## config.mk

```make
export PLATFORM = sky130hd
export DESIGN_NAME = player_input_mapper
export DESIGN_NICKNAME = d
export VERILOG_FILES = /design/src/rtl/player_input_pkg.sv /design/src/rtl/player_input_mapper_combo_fsm.sv /design/src/rtl/player_input_mapper.sv
export SDC_FILE = /design/constraint.sdc
export NUM_CORES = 1
export LEC_CHECK = 0
export CAP_MARGIN = 0
export CORE_MARGIN = 2
export CORE_UTILIZATION = 25
export CTS_CLUSTER_DIAMETER = 200
export CTS_CLUSTER_SIZE = 8
export DETAILED_ROUTE_END_ITERATION = 16
export GPL_TIMING_DRIVEN = 0
export PLACE_DENSITY_LB_ADDON = 0.05
export SETUP_SLACK_MARGIN = 0.2
export SLEW_MARGIN = 30
export SYNTH_ARGS = -nofsm -noshare
export SYNTH_HDL_FRONTEND = slang
export SYNTH_SLANG_ARGS = --single-unit
```

## constraint.sdc

```tcl
create_clock -name clk -period 2.5 [get_ports clk]
set_clock_uncertainty 0.05 [all_clocks]
set_input_delay 0.5 -clock clk [delete_from_list [all_inputs] [get_ports clk]]
set_output_delay 0.5 -clock clk [all_outputs]
set_load 0.005 [all_outputs]
```

## src/rtl/player_input_pkg.sv

```systemverilog
// Shared constants for the player input mapper: action indices, the power-on
// keymap and the combo detector state encoding.
package player_input_pkg;

    localparam int ACT_FORWARD = 0;
    localparam int ACT_BACK    = 1;
    localparam int ACT_PUNCH   = 2;
    localparam int ACT_SQUAT   = 3;
    localparam int ACT_KICK    = 4;
    localparam int ACT_JUMP    = 5;

    localparam int DEF_PLAYERS = 2;
    localparam int DEF_ACTIONS = 6;

    localparam logic [7:0] DEFAULT_KEYMAP [DEF_PLAYERS][DEF_ACTIONS] = '{
        '{8'h07, 8'h04, 8'h0D, 8'h16, 8'h0E, 8'h1A},
        '{8'h4F, 8'h50, 8'h59, 8'h51, 8'h5A, 8'h52}
    };

    typedef enum logic [1:0] {
        IDLE = 2'd0,
        DOWN = 2'd1,
        FWD  = 2'd2
    } combo_state_e;

    // Players and actions beyond the built-in table power up unbound.
    function automatic logic [7:0] default_code(input int p, input int a);
        if (p < DEF_PLAYERS && a < DEF_ACTIONS) begin
            return DEFAULT_KEYMAP[p][a];
        end
        return 8'h00;
    endfunction

endpackage

```

## src/rtl/player_input_mapper_combo_fsm.sv

```systemverilog
// Per-player squat -> forward -> punch combo detector, stepped once per frame.
// state | meaning
// IDLE  | waiting for a squat press
// DOWN  | squat seen, waiting for forward within the window
// FWD   | forward seen, waiting for punch within the window
module combo_fsm
    import player_input_pkg::*;
#(
    parameter int COMBO_WINDOW = 8
) (
    input  logic clk,
    input  logic reset_n,
    input  logic update,
    input  logic press_squat,
    input  logic press_forward,
    input  logic press_punch,
    output logic special
);

    localparam int CW = $clog2(COMBO_WINDOW + 1);

    combo_state_e   state, state_next;
    logic [CW-1:0]  remain, remain_next;
    logic           hit;

    always_ff @(posedge clk or negedge reset_n) begin
        if (!reset_n) begin
            state   <= IDLE;
            remain  <= '0;
            special <= 1'b0;
        end else if (update) begin
            state   <= state_next;
            remain  <= remain_next;
            special <= hit;
        end
    end

    // Squat has priority so a single frame advances at most one step.
    always_comb begin
        state_next  = state;
        remain_next = remain;
        if (press_squat) begin
            state_next  = DOWN;
            remain_next = CW'(COMBO_WINDOW);
        end else begin
            case (state)
                DOWN: begin
                    if (press_forward) begin
                        state_next  = FWD;
                        remain_next = CW'(COMBO_WINDOW);
                    end else if (remain == CW'(1)) begin
                        state_next = IDLE;
                    end else begin
                        remain_next = remain - 1'b1;
                    end
                end
                FWD: begin
                    if (press_punch) begin
                        state_next = IDLE;
                    end else if (remain == CW'(1)) begin
                        state_next = IDLE;
                    end else begin
                        remain_next = remain - 1'b1;
                    end
                end
                default: ;
            endcase
        end
    end

    always_comb begin
        hit = (state == FWD) && press_punch && !press_squat;
    end

endmodule

```

## src/rtl/player_input_mapper.sv

```systemverilog
// Maps USB HID keycodes to per-player action bits once per video frame.
// Optional combo detection is built when PLAYER_INPUT_COMBO_EN is defined.
module player_input_mapper
    import player_input_pkg::*;
#(
    parameter int NUM_PLAYERS  = 2,
    parameter int NUM_ACTIONS  = 6,
    parameter int NUM_SLOTS    = 6,
    parameter int COMBO_WINDOW = 8
) (
    input  logic                                 clk,
    input  logic                                 reset_n,
    input  logic                                 frame_tick,
    input  logic [31:0]                          keycode_word0,
    input  logic [31:0]                          keycode_word1,
    input  logic                                 map_we,
    input  logic [$clog2(NUM_PLAYERS)-1:0]       map_player,
    input  logic [$clog2(NUM_ACTIONS)-1:0]       map_action,
    input  logic [7:0]                           map_code,
    output logic [NUM_PLAYERS*NUM_ACTIONS-1:0]   act_level,
    output logic [NUM_PLAYERS*NUM_ACTIONS-1:0]   act_press,
    output logic [NUM_PLAYERS*NUM_ACTIONS-1:0]   act_release,
    output logic [NUM_PLAYERS-1:0]               special,
    output logic                                 frame_strobe
);

    localparam int NB = NUM_PLAYERS * NUM_ACTIONS;

    logic          tick_s1, tick_s2, tick_s3, frame_pulse;
    logic [7:0]    keymap [NUM_PLAYERS][NUM_ACTIONS];
    logic [63:0]   slots;
    logic [NB-1:0] raw, resolved;

    assign slots = {keycode_word1, keycode_word0};

    if (NUM_SLOTS < 8) begin : g_unused_slots
        logic unused_hi_bytes;
        assign unused_hi_bytes = ^slots[63:8*NUM_SLOTS];
    end

    // frame_tick comes from the 25 MHz domain: two flops, then edge detect.
    always_ff @(posedge clk or negedge reset_n) begin
        if (!reset_n) begin
            tick_s1     <= 1'b0;
            tick_s2     <= 1'b0;
            tick_s3     <= 1'b0;
            frame_pulse <= 1'b0;
        end else begin
            tick_s1     <= frame_tick;
            tick_s2     <= tick_s1;
            tick_s3     <= tick_s2;
            frame_pulse <= tick_s2 & ~tick_s3;
        end
    end

    always_ff @(posedge clk or negedge reset_n) begin
        if (!reset_n) begin
            for (int p = 0; p < NUM_PLAYERS; p++) begin
                for (int a = 0; a < NUM_ACTIONS; a++) begin
                    keymap[p][a] <= default_code(p, a);
                end
            end
        end else if (map_we) begin
            for (int p = 0; p < NUM_PLAYERS; p++) begin
                for (int a = 0; a < NUM_ACTIONS; a++) begin
                    if (int'(map_player) == p && int'(map_action) == a) begin
                        keymap[p][a] <= map_code;
                    end
                end
            end
        end
    end

    always_comb begin
        raw = '0;
        for (int p = 0; p < NUM_PLAYERS; p++) begin
            for (int a = 0; a < NUM_ACTIONS; a++) begin
                for (int s = 0; s < NUM_SLOTS; s++) begin
                    if (keymap[p][a] != 8'h00 && slots[8*s +: 8] == keymap[p][a]) begin
                        raw[p*NUM_ACTIONS + a] = 1'b1;
                    end
                end
            end
        end
        // Opposing directions cancel; squat beats jump.
        resolved = raw;
        for (int p = 0; p < NUM_PLAYERS; p++) begin
            if (raw[p*NUM_ACTIONS + ACT_FORWARD] && raw[p*NUM_ACTIONS + ACT_BACK]) begin
                resolved[p*NUM_ACTIONS + ACT_FORWARD] = 1'b0;
                resolved[p*NUM_ACTIONS + ACT_BACK]    = 1'b0;
            end
            if (raw[p*NUM_ACTIONS + ACT_SQUAT] && raw[p*NUM_ACTIONS + ACT_JUMP]) begin
                resolved[p*NUM_ACTIONS + ACT_JUMP] = 1'b0;
            end
        end
    end

    always_ff @(posedge clk or negedge reset_n) begin
        if (!reset_n) begin
            act_level    <= '0;
            act_press    <= '0;
            act_release  <= '0;
            frame_strobe <= 1'b0;
        end else begin
            frame_strobe <= frame_pulse;
            if (frame_pulse) begin
                act_level   <= resolved;
                act_press   <= resolved & ~act_level;
                act_release <= ~resolved & act_level;
            end
        end
    end

`ifdef PLAYER_INPUT_COMBO_EN
    for (genvar p = 0; p < NUM_PLAYERS; p++) begin : g_combo
        combo_fsm #(
            .COMBO_WINDOW (COMBO_WINDOW)
        ) u_combo (
            .clk           (clk),
            .reset_n       (reset_n),
            .update        (frame_pulse),
            .press_squat   (resolved[p*NUM_ACTIONS + ACT_SQUAT]   & ~act_level[p*NUM_ACTIONS + ACT_SQUAT]),
            .press_forward (resolved[p*NUM_ACTIONS + ACT_FORWARD] & ~act_level[p*NUM_ACTIONS + ACT_FORWARD]),
            .press_punch   (resolved[p*NUM_ACTIONS + ACT_PUNCH]   & ~act_level[p*NUM_ACTIONS + ACT_PUNCH]),
            .special       (special[p])
        );
    end
`else
    assign special = '0;
`endif

endmodule
```

After elaboration in Yosys (flattened, before gate mapping):

Cells that the tools add are included.

* equality and inequality tests: 77
* mux-type cells: 76
* bitwise operators: 7
* reductions and logical operators: 113

Operator list (number)
* 8-bit equality test: 72
* 8-bit nonzero test: 12
* 1-bit logical AND: 88
* 1-bit two-way mux: 74
* 12-bit bitwise AND: 2
* 12-bit inverter: 2
* 2-bit AND reduction: 12
* 3-bit equality test (second input constant): 4
* 2-bit two-way mux: 2
* 3-bit by 2-bit equality test with 1-bit output (second input constant): 1
* 3-bit logical NOT: 1
* 1-bit inverter: 2
* 1-bit bitwise AND: 1

* register bits after elaboration: 137
* input port bits: 80

Logic depth before layout (Yosys ltp):

* word-level depth: 12
* depth in mapped cells: 7
* mapped depth without buffers: 6

Least setup slack after synthesis:

No wires, ideal clock.

* kind: input to register
* start: in map_player
* end: reg keymap[31] (netlist name)
* library setup time: 125 ps
* arrival time: 1654 ps
* path slack: 671 ps
* stages: 4
* path buffers: 1
* cells stage by stage: buf_2 > nand3b_1 > nor3b_2 > mux2_2

* longest elaborated chain between the ends: 2

RTL lines
* from (decl): line player_input_mapper.sv:17 `input logic [$clog2(NUM_PLAYERS)-1:0] map_player,`
* 1-bit logical AND: line player_input_mapper.sv:66 `if (int'(map_player) == p && int'(map_action) == a) begin`
* 2-bit AND reduction (no line)
* to (signal, indexed assignment): line player_input_mapper.sv:60 `keymap[p][a] <= default_code(p, a);`
* to (signal, indexed assignment): line player_input_mapper.sv:67 `keymap[p][a] <= map_code;`
* to (decl): line player_input_mapper.sv:30 `logic [7:0] keymap [NUM_PLAYERS][NUM_ACTIONS];`

Every way passes these cells.
A chain may end at the register's enable or synchronous reset.

Final worst setup path:

* start: in map_action[0]
* end: reg keymap[54] (netlist name)

* longest elaborated chain between the ends: 3

RTL lines
* from (decl): line player_input_mapper.sv:18 `input logic [$clog2(NUM_ACTIONS)-1:0] map_action,`
* 3-bit equality test: line player_input_mapper.sv:66
* 1-bit logical AND: line player_input_mapper.sv:66
* 2-bit AND reduction (no line)

Every way passes these cells.

==> results.py <==
metrics = {
    "outcome": {
        "status": "completed",
    },
    "worst_hold_path": {
        "hold_depth": 0,
        "min_from": "tick_s1$_DFF_PN0_",
        "hold_path_class": "reg -> reg",
    },
    "global_routing": {
        "antenna_found_initial": 0,
        "track_usage": 0.227,
        "first_global_vias": 10400,
        "grt_pass1_wl_mm": 84.0,
        "grt_remaining_overflow": 0,
        "grt_max_degree": 74,
    },
    "finish": {
        "drive_above_1_share": 0.244,
        "design_area_um2": 15700,
        "final_util": 0.306,
        "area_delta_synth_final_pct": 21.0,
        "nets": 1542,
    },
    "cts": {
        "cts_buffers": 17,
        "cts_root_buf": "clkbuf_16",
        "cts_tree": "yes",
        "htreeDepth": 4,
        "clk_pin_slew_ns": 0.06,
        "clockBufferDepth": 2,
        "clkLatencyLatePin_ns": 0.49,
        "cts.sinks": 137,
    },
    "pwr": {
        "pwr_density_cell_nw_per_um2": 700,
        "vdd_drop_max_mv": 0.455,
        "p_leak_nw": 5.89,
        "p_total_w": 0.0110,
    },
    "timing": {
        "fin_ws_ns": 0.221,
        "hold_viol": 0,
        "min_period_ns": 2.28,
        "slew_viol_final": 0,
        "slew_headroom": 0.462,
        "setup_violations": 0,
        "period_share": 0.912,
        "worst_pin_slew_ns": 0.804,
        "rsz0062_at_grt": "yes",
        "fmax_mhz": 439,
    },
    "synth": {
        "synth_most_common_cell": "xnor2_1",
        "synthCells": 1337,
        "synth_xor_area_frac": 0.390,
        "synth_area_leaders": "xnor2_1, dfrtp_1, xor2_1",
        "ys_types": 41,
        "syn_avg_cell_area_um2": 9.68,
        "synthMuxAreaShare": 0.0905,
        "synth_compound_area_frac": 0.0371,
        "synth_top_cell_area_share": 0.217,
        "synth_top_family_by_area": "XOR/XNOR gates",
        "ys_seq_area_frac": 0.269,
        "ys_async_sr_fraction": 1.00,
        "synth_fa_ha_area_frac": 0,
        "syn_area_um2": 12900,
        "yosysWarningCount": 0,
        "synth-simple-area-share": 0.125,
        "yosysTopAreaCell": "xnor2_1",
        "ys_ff_latch": 137,
        "synth_flop_cell": "dfrtp_1",
        "synth-edff-count": 0,
        "synth_commonest_cells": "xnor2_1, xor2_1, mux2_2, dfrtp_1, nor4_1",
    },
    "floorplanning": {
        "die_x_um": 231,
        "num_rows": 83,
        "die-area_um2": 53600,
        "fp.coreArea_um2": 51200,
        "start_util": 0.253,
        "ios": 119,
        "die_h_um": 231,
    },
    "placement": {
        "place_area_um2": 14800,
        "place_congestion": 0.815,
        "place_ws_ns": -0.602,
        "place_hpwl_mm": 38.1,
        "io_buffers": 98,
    },
    "detailed_routing": {
        "first_iter_violations": 707,
        "wire_per_inst_um": 27.4,
        "postRouteAntennaNets": 0,
        "drcViolationCount": 0,
        "dr.pass1.iters": 5,
        "avgViaCountPerCell": 4.75,
        "totalWireLength_mm": 59.0,
        "num_vias": 10200,
    },
    "setup_path": {
        "arrival_ns": 2.59,
        "startpoint": "map_action[0]",
        "crit_path_end_kind": "flip-flop",
        "r2r_cells": 8,
        "criticalPathCategory": "in -> reg",
        "timing.rr.start": "keymap[72]$_DFFE_PN1P_",
        "crit_path_max_fanout": 8,
        "cp.required_ns": 2.81,
        "critPathLaunchType": "input port",
    },
    "job": {
        "cap_viol_max_count": 0,
    },
}
-- metrics by stage --
step	instances	hold WS [ns]	setup TNS, ns
after floorplan	1338	0.154	0
after global placement	2116	0.295	-719.59
after detailed placement	2118	0.298	-21.67
after CTS	2152	0.314	0
after global routing	2155	0.327	0
final	2157	0.307	0
-- layer usage --
layer | track usage | vias up | share of wire
li1 | - | 4739 | -
met4 | 0.0835 | 0 | 0.032
met5 | 0 | - | 0
met2 | 0.359 | 301 | 0.45
met3 | 0.0326 | 73 | 0.047
met1 | 0.312 | 5123 | 0.47
-- state kept, by name, indices dropped and copies added, names as in the netlist --
name,cells
keymap,96
act_level,12
act_press,12
act_release,12
frame_pulse,1
frame_strobe,1
tick_s1,1
tick_s2,1
tick_s3,1
-- timing repair --
item,4_1_cts,5_1_grt
cloned,0,0
pin swaps,1,3
endpoints found under the setup margin,19,38
hold endpoints to repair,41,0
gates resized for setup,8,41
hold buffers,1,0
buffers inserted,1,3
-- logic make-up (layout without fill, tap and decap cells) --
kind of cell	count (synthesis)	count (layout)
simple gates	284	284
other cells	1	4
mux	104	104
flops	137	137
buf+inv	169	306
compound gates	66	66
xor+xnor	576	576
-- cell type report --
cell class              count  area [µm²]
diodes                      2        5.00
plain buffers             164        1240
clock buffers              20         457
clock inverters            12         125
fillers                  5366       35500
inverters                   5        18.8
multi-input cells        1032        8390
flip-flops and latches    137        3470
well taps                 680         851
repair buffers            105        1080
-- path summary, 6_finish.rpt --
kind,endpoint,slack [ns]
min in group asynchronous,keymap[67]$_DFFE_PN0P_,0.50
min,tick_s2$_DFF_PN0_,0.31
max reg2reg,act_level[2]$_DFFE_PN0P_,0.35
min reg2reg,tick_s2$_DFF_PN0_,0.31
max in group asynchronous,keymap[58]$_DFFE_PN1P_,1.04
max,keymap[54]$_DFFE_PN0P_,0.22
-- report_power, final --
group / internal (W) / switching, W
Sequential: 0.00273 / 0.000111
Combinational: 0.00240 / 0.00308
Clock: 0.00151 / 0.00114
-- critical path, stage by stage --
cell and delay (ns):
clkdlybuf4s50_1 0.70, nor2b_1 0.44, nand3_1 0.15, nor2_2 0.41
mux2_2 0.39
-- cell usage in the layout (no fill, tap or decap), drive strengths merged, types with 8 or more instances in the layout --
cell,netlist,routed
nor4,94,94
clkdlybuf4s50,0,86
dlymetal6s2s,0,8
xor2,256,256
o21ai,18,18
clkbuf,23,43
xnor2,320,320
dfrtp,100,100
dfstp,37,37
buf,141,148
o31ai,8,8
nand2,49,49
nor2,40,40
mux2,104,104
nand4,86,86
No activity file was read; power rests on OpenSTA's default activity.
